## src/rtl/div_pkg.sv

```systemverilog
// ============================================================================
// Module   : div_pkg
// Purpose  : Shared types and helpers for the divide-by-N ratio controller.
// Revision : 1.0 - initial release
// ============================================================================
`default_nettype none

package div_pkg;

    typedef enum logic [0:0] {
        IDLE = 1'b0,
        RUN  = 1'b1
    } div_state_t;

    localparam int DIV_MIN_DEFAULT = 2;

    // Number of high cycles in a period of length n (rounds up for odd n).
    function automatic logic [31:0] half_hi(input logic [31:0] n);
        return (n + 32'd1) >> 1;
    endfunction

endpackage

`default_nettype wire

```

## src/rtl/div_phase_gen.sv

```systemverilog
// ============================================================================
// Module   : div_phase_gen
// Purpose  : Phase counter with wrap detect, registered div_out/tick decode and
//            a load port for the active ratio N.
// Revision : 1.0 - initial release
// ============================================================================
`default_nettype none

module div_phase_gen
    import div_pkg::*;
#(
    parameter int CNT_W       = 8,
    parameter int DEFAULT_DIV = 6
) (
    input  logic             clk,
    input  logic             rst,
    input  logic             i_start,
    input  logic             i_adv,
    input  logic             i_load,
    input  logic [CNT_W-1:0] i_load_n,
    output logic             o_wrap,
    output logic             o_div_out,
    output logic             o_tick,
    output logic [CNT_W-1:0] o_n
);

    logic [CNT_W-1:0] r_k;
    logic [CNT_W-1:0] r_n;
    logic             r_div_out;
    logic             r_tick;

    logic [CNT_W-1:0] w_k_inc;
    logic [31:0]      w_half;
    logic             w_hi_next;

    assign w_k_inc   = r_k + CNT_W'(1);
    assign w_half    = half_hi(32'(r_n));
    assign w_hi_next = (32'(w_k_inc) < w_half);

    always_ff @(posedge clk) begin
        if (rst) begin
            r_k       <= '0;
            r_div_out <= 1'b0;
            r_tick    <= 1'b0;
            r_n       <= CNT_W'(DEFAULT_DIV);
        end else begin
            if (i_start) begin
                // k=0 of a period is always in the high half
                r_k       <= '0;
                r_div_out <= 1'b1;
                r_tick    <= 1'b1;
            end else if (i_adv) begin
                r_k       <= w_k_inc;
                r_div_out <= w_hi_next;
                r_tick    <= 1'b0;
            end else begin
                r_k       <= '0;
                r_div_out <= 1'b0;
                r_tick    <= 1'b0;
            end
            if (i_load) begin
                r_n <= i_load_n;
            end
        end
    end

    assign o_wrap    = (r_k == (r_n - CNT_W'(1)));
    assign o_div_out = r_div_out;
    assign o_tick    = r_tick;
    assign o_n       = r_n;

endmodule

`default_nettype wire

```

## src/rtl/div_ratio_ctrl.sv

```systemverilog
// ============================================================================
// Module   : div_ratio_ctrl
// Purpose  : Run/stop FSM, pending-ratio register and config handshake around
//            the divide-by-N phase generator.
// Revision : 1.0 - initial release
// ============================================================================
`default_nettype none

module div_ratio_ctrl
    import div_pkg::*;
#(
    parameter int CNT_W       = 8,
    parameter int DEFAULT_DIV = 6,
    parameter int MIN_DIV     = DIV_MIN_DEFAULT
) (
    input  logic             clk,
    input  logic             rst,
    input  logic             run,
    input  logic             cfg_valid,
    input  logic [CNT_W-1:0] cfg_div,
    output logic             cfg_ready,
    output logic             cfg_err,
    output logic             div_out,
    output logic             tick,
    output logic             busy,
    output logic [CNT_W-1:0] cur_div
);

    div_state_t       r_state;
    div_state_t       w_state_nxt;
    logic             r_pend_valid;
    logic [CNT_W-1:0] r_pend_div;
    logic             r_cfg_err;

    logic             w_xfer;
    logic             w_legal;
    logic             w_wrap;
    logic             w_start;
    logic             w_adv;
    logic             w_load;
    logic [CNT_W-1:0] w_load_n;
    logic             w_pend_set;
    logic             w_pend_clr;

    assign w_xfer  = cfg_valid && !r_pend_valid;
    assign w_legal = (32'(cfg_div) >= 32'(MIN_DIV));

    always_comb begin
        w_state_nxt = r_state;
        w_start     = 1'b0;
        w_adv       = 1'b0;
        w_load      = 1'b0;
        w_load_n    = r_pend_div;
        w_pend_set  = 1'b0;
        w_pend_clr  = 1'b0;
        case (r_state)
            IDLE: begin
                // A pending value left by a transfer on the final wrap edge is applied here
                if (w_xfer && w_legal) begin
                    w_load   = 1'b1;
                    w_load_n = cfg_div;
                end else if (r_pend_valid) begin
                    w_load     = 1'b1;
                    w_pend_clr = 1'b1;
                end
                if (run) begin
                    w_state_nxt = RUN;
                    w_start     = 1'b1;
                end
            end
            RUN: begin
                w_pend_set = w_xfer && w_legal;
                if (w_wrap) begin
                    if (r_pend_valid) begin
                        w_load     = 1'b1;
                        w_pend_clr = 1'b1;
                    end
                    if (run) begin
                        w_start = 1'b1;
                    end else begin
                        w_state_nxt = IDLE;
                    end
                end else begin
                    w_adv = 1'b1;
                end
            end
        endcase
    end

    always_ff @(posedge clk) begin
        if (rst) begin
            r_state      <= IDLE;
            r_pend_valid <= 1'b0;
            r_pend_div   <= '0;
            r_cfg_err    <= 1'b0;
        end else begin
            r_state   <= w_state_nxt;
            r_cfg_err <= w_xfer && !w_legal;
            if (w_pend_set) begin
                r_pend_valid <= 1'b1;
                r_pend_div   <= cfg_div;
            end else if (w_pend_clr) begin
                r_pend_valid <= 1'b0;
            end
        end
    end

    div_phase_gen #(
        .CNT_W       (CNT_W),
        .DEFAULT_DIV (DEFAULT_DIV)
    ) u_phase (
        .clk       (clk),
        .rst       (rst),
        .i_start   (w_start),
        .i_adv     (w_adv),
        .i_load    (w_load),
        .i_load_n  (w_load_n),
        .o_wrap    (w_wrap),
        .o_div_out (div_out),
        .o_tick    (tick),
        .o_n       (cur_div)
    );

    assign cfg_ready = !r_pend_valid;
    assign cfg_err   = r_cfg_err;
    assign busy      = (r_state != IDLE);

endmodule

`default_nettype wire

```

## config.mk

```make
export PLATFORM = sky130hd
export DESIGN_NAME = div_ratio_ctrl
export DESIGN_NICKNAME = d
export VERILOG_FILES = /design/src/rtl/div_pkg.sv /design/src/rtl/div_phase_gen.sv /design/src/rtl/div_ratio_ctrl.sv
export SDC_FILE = /design/constraint.sdc
export NUM_CORES = 1
export LEC_CHECK = 0
export ABC_AREA = 1
export BUFFER_PORTS_ARGS = -buffer_cell sky130_fd_sc_hd__buf_4
export CAP_MARGIN = 20
export CORE_UTILIZATION = 37
export DETAILED_ROUTE_END_ITERATION = 6
export GPL_ROUTABILITY_DRIVEN = 0
export HOLD_SLACK_MARGIN = 0.12
export SYNTH_ARGS = -nofsm -noshare
export SYNTH_HDL_FRONTEND = slang
export SYNTH_SLANG_ARGS = --single-unit
```

## constraint.sdc

```tcl
create_clock -name clk -period 5.8 [get_ports clk]
set_input_delay 1.45 -clock clk [delete_from_list [all_inputs] [get_ports clk]]
set_output_delay 1.45 -clock clk [all_outputs]
set_load 0.005 [all_outputs]
```

==> metrics.md <==
| Metric | Value |
|---|---|
| Row cnt | 25 |
| Cell area after synthesis | 0.00187 mm^2 |
| Worst Path Required | 5.95 ns |
| Mean post-synth cell area | 6.50 um^2 |
| Post-CTS sizing | 0 |
| Post-Layout Inst Area | between 0.002 and 0.0025 mm^2 |
| DR iter-0 viols | 54 |
| Inserted Diodes | 0 |
| Full die area | 0.00535 mm^2 |
| Synth warn | 0 |
| Max Clock Skew | between 0.007 and 0.008 ns |
| Die span in x | 73.2 um |
| CP Launch Point | cfg_div[7] |
| Top cells by area, synth | dfxtp_1 31%, nand2_1 14%, inv_1 8.4% |
| Crit. End Element | flip-flop |
| DR pass1 iterations | 5 |
| Max frequency | a little under 0.4 GHz |
| Root Buffer Master | clkbuf_8 |
| Crit path arrival time | 2.70 ns |
| Hold Buf Count CTS | 0 |
| Vias in the first global route | between 1,500 and 2,000 |
| Syn_nets | between 300 and 400 |
| Max-cap violations | 0 |
| Final Hold Viols | 0 |
| Postcts setup bufs | 0 |
| Total GRT Usage | 0.162 |
| CP max stage cell | nor2_2 |
| CTS Buffer Depth | 2 |
| Core Region | around 0.0048 mm^2 |
| Synth Instances | 288 |
| Worst hold-check path type | flip-flop to flip-flop |
| Detailed Place HPWL | 3010 um |
| Cells on worst reg2reg path | 15 |
| I/O pin count | 25 |
| CTS tree | done |
| Largest net degree at the start of global routing | 16 |
| Worst-path clk slew | approximately 0.060 ns |
| Critical Path Max Stage Delay | approximately 0.30 ns |
| DR vias | 1,749 |
| Post-route minimum period | between 2 and 3 ns |
| Routed Antenna Nets | 0 |
| Worst VDD drop | 0.129 mV |
| Synthesis-stage register bit count | 29 |
| Max transition margin | 0.687 |
| Status | finished, final reports clean |
| Crit share post-route | 0.440 |
| CP endpoint | u_phase.o_n[1] |
| Grt ovf | 0 |
| Leakage | 1.04 nW |
| DR DRC count | 0 |
| IO buf count | 24 |
| Power per standard cell area | 246 mW/mm^2 |
| Post-synthesis cell type count | 26 |
| H-tree depth reported by CTS | 2 |
| Synth top area share | 0.310 |
| Initial cell density of the core | 0.391 |
| Startpoint Class | input port |
| CP Cell Sequence | buf_4 -> nor2_1 -> nand3_1 -> nand2_1 -> nor2_2 -> inv_2 -> nand2_2 -> nand2_1 -> nand2_1 -> nand3_1 |
| Setup Viol. Count Final | 0 |
| Area after DPL | 0.00207 mm^2 |
| TNS Setup | 0 ns |
| Most frequent CP cell | nand2_1 |
| Die H | 73.2 um |
| Reg2reg start | u_phase.o_n[2] |
| Largest fanout on the critical path | 15 |
| Worst setup path class | input port to flip-flop |
| Aggregate routed wire length | 3810 um |
| R2r setup slk | 3.36 ns |
| Later-pin clock latency in the skew report | 0.28 ns |
| Seq/Total Area, Yosys | 0.310 |
| Synth area leader | dfxtp_1 |
| Area Growth Syn to Fin | 15.0% |
| CTS Buf Count | 5 |
| Share of layout cells above drive strength 1 | 0.135 |
| First-pass GRT wire length | 6620 um |
| RSZ-0062 raised after global routing | false |
| Number of vias per cell | around 4.6 |
| Fillers | 520 |
| Initial antenna violation count | 0 |
| Worst-Margin Slew | 0.469 ns |
| Reg2reg end | u_phase.o_div_out |
| NumNets Final | about 330 |
| Clock sink count | 29 |
| Slew Viols, Final | 0 |
| WL/cell | 10.1 um |
## per-layer routing
layer	vias to the layer above	wire [um]	GRT usage
met4	0	47	0.0458
met1	763	1840	0.201
met3	6	111	0.0373
li1	953	-	-
met2	27	1810	0.279
met5	-	0	0
## cells in the mapped netlist, drive strengths merged
cell type and n:
a21oi 22, buf 7, clkbuf 2, dfxtp 29
ha 10, inv 45, nand2 70, nand2b 1
nand3 31, nand4 1, nor2 41, nor3 5
nor4 1, o21ai 10, o22ai 1, xnor2 4
xor2 8
## power breakdown
part	switching (W)	internal [W]
Sequential	0.0000208	0.000213
Clock	0.0000728	0.0000939
Combinational	0.0000729	0.0000558
## area by class of cell
class	count	area, um^2	share of cell area
tap	67	83.8	0.0389
timing repair buffer	24	180	0.0837
sequential	29	581	0.270
inverter	45	169	0.0784
clock buffer	7	86.3	0.0401
multi-input combinational	205	1050	0.489
## flip-flops by register name, indices dropped and copies added (netlist names)
name               cells
u_phase.o_div_out      1
cfg_err                1
r_pend_valid           1
u_phase.r_k            8
u_phase.o_tick         1
r_pend_div             8
busy                   1
u_phase.o_n            8
## through the flow
stage | cells | utilization | hold slack, ns | setup WS [ns] | power (W)
2_1_floorplan | 288 | - | 0.422 | 3.25 | 0.000335
3_3_place_gp | 370 | 0.432 | 0.446 | 2.99 | 0.000366
3_5_place_dp | 370 | 0.432 | 0.444 | 2.97 | 0.000368
4_1_cts | 377 | 0.450 | 0.455 | 3.24 | 0.000534
5_1_grt | 377 | 0.450 | 0.482 | 2.99 | 0.000565
6_report | 377 | 0.450 | 0.451 | 3.25 | 0.000529
## worst min-delay path by stage
stage / start / endpoint / slack (ns) / cells past startpoint
after floorplan: r_pend_valid / cfg_err / 0.42 / 1
after global placement: r_pend_div[7] / r_pend_div[7] / 0.45 / 2
after detailed placement: r_pend_div[7] / r_pend_div[7] / 0.44 / 2
after CTS: r_pend_div[1] / r_pend_div[1] / 0.45 / 2
after global routing: r_pend_div[1] / r_pend_div[1] / 0.48 / 2
final: r_pend_div[1] / r_pend_div[1] / 0.45 / 2
## kinds of logic (layout without fill, tap and decap cells)
| family | after synthesis | in the layout | share of synthesized area |
|---|---|---|---|
| flops | 29 | 29 | 0.310 |
| fa+ha+maj | 10 | 10 | 0.0668 |
| buf+inv | 54 | 76 | 0.128 |
| simple gates | 150 | 150 | 0.349 |
| xor+xnor | 12 | 12 | 0.0561 |
| compound gates | 33 | 33 | 0.0909 |
## layout by cell type, fill, tap and decap left out
master / synthesis / final
nor2_4: 2 / 2
xor2_1: 8 / 8
nand2_1: 68 / 68
clkbuf_8: 0 / 6
nor2_2: 3 / 3
clkbuf_1: 2 / 1
dfxtp_1: 29 / 29
o21ai_0: 10 / 10
ha_1: 10 / 10
nand2_2: 1 / 1
nand4_1: 1 / 1
buf_4: 1 / 24
xnor2_1: 4 / 4
a21oi_2: 1 / 1
nor2_1: 36 / 36
nand3_1: 30 / 30
nor3_1: 5 / 5
o22ai_1: 1 / 1
nand3_2: 1 / 1
inv_2: 3 / 3
nand2b_1: 1 / 1
inv_1: 42 / 42
nor4_1: 1 / 1
nand2_4: 1 / 1
a21oi_1: 21 / 21
## worst max-delay path, delay by kind of cell
family | cells | cell delay [ns]
simple gates | 8 | 1.03
buf+inv | 2 | 0.21
No activity file was read; power rests on OpenSTA's default activity.
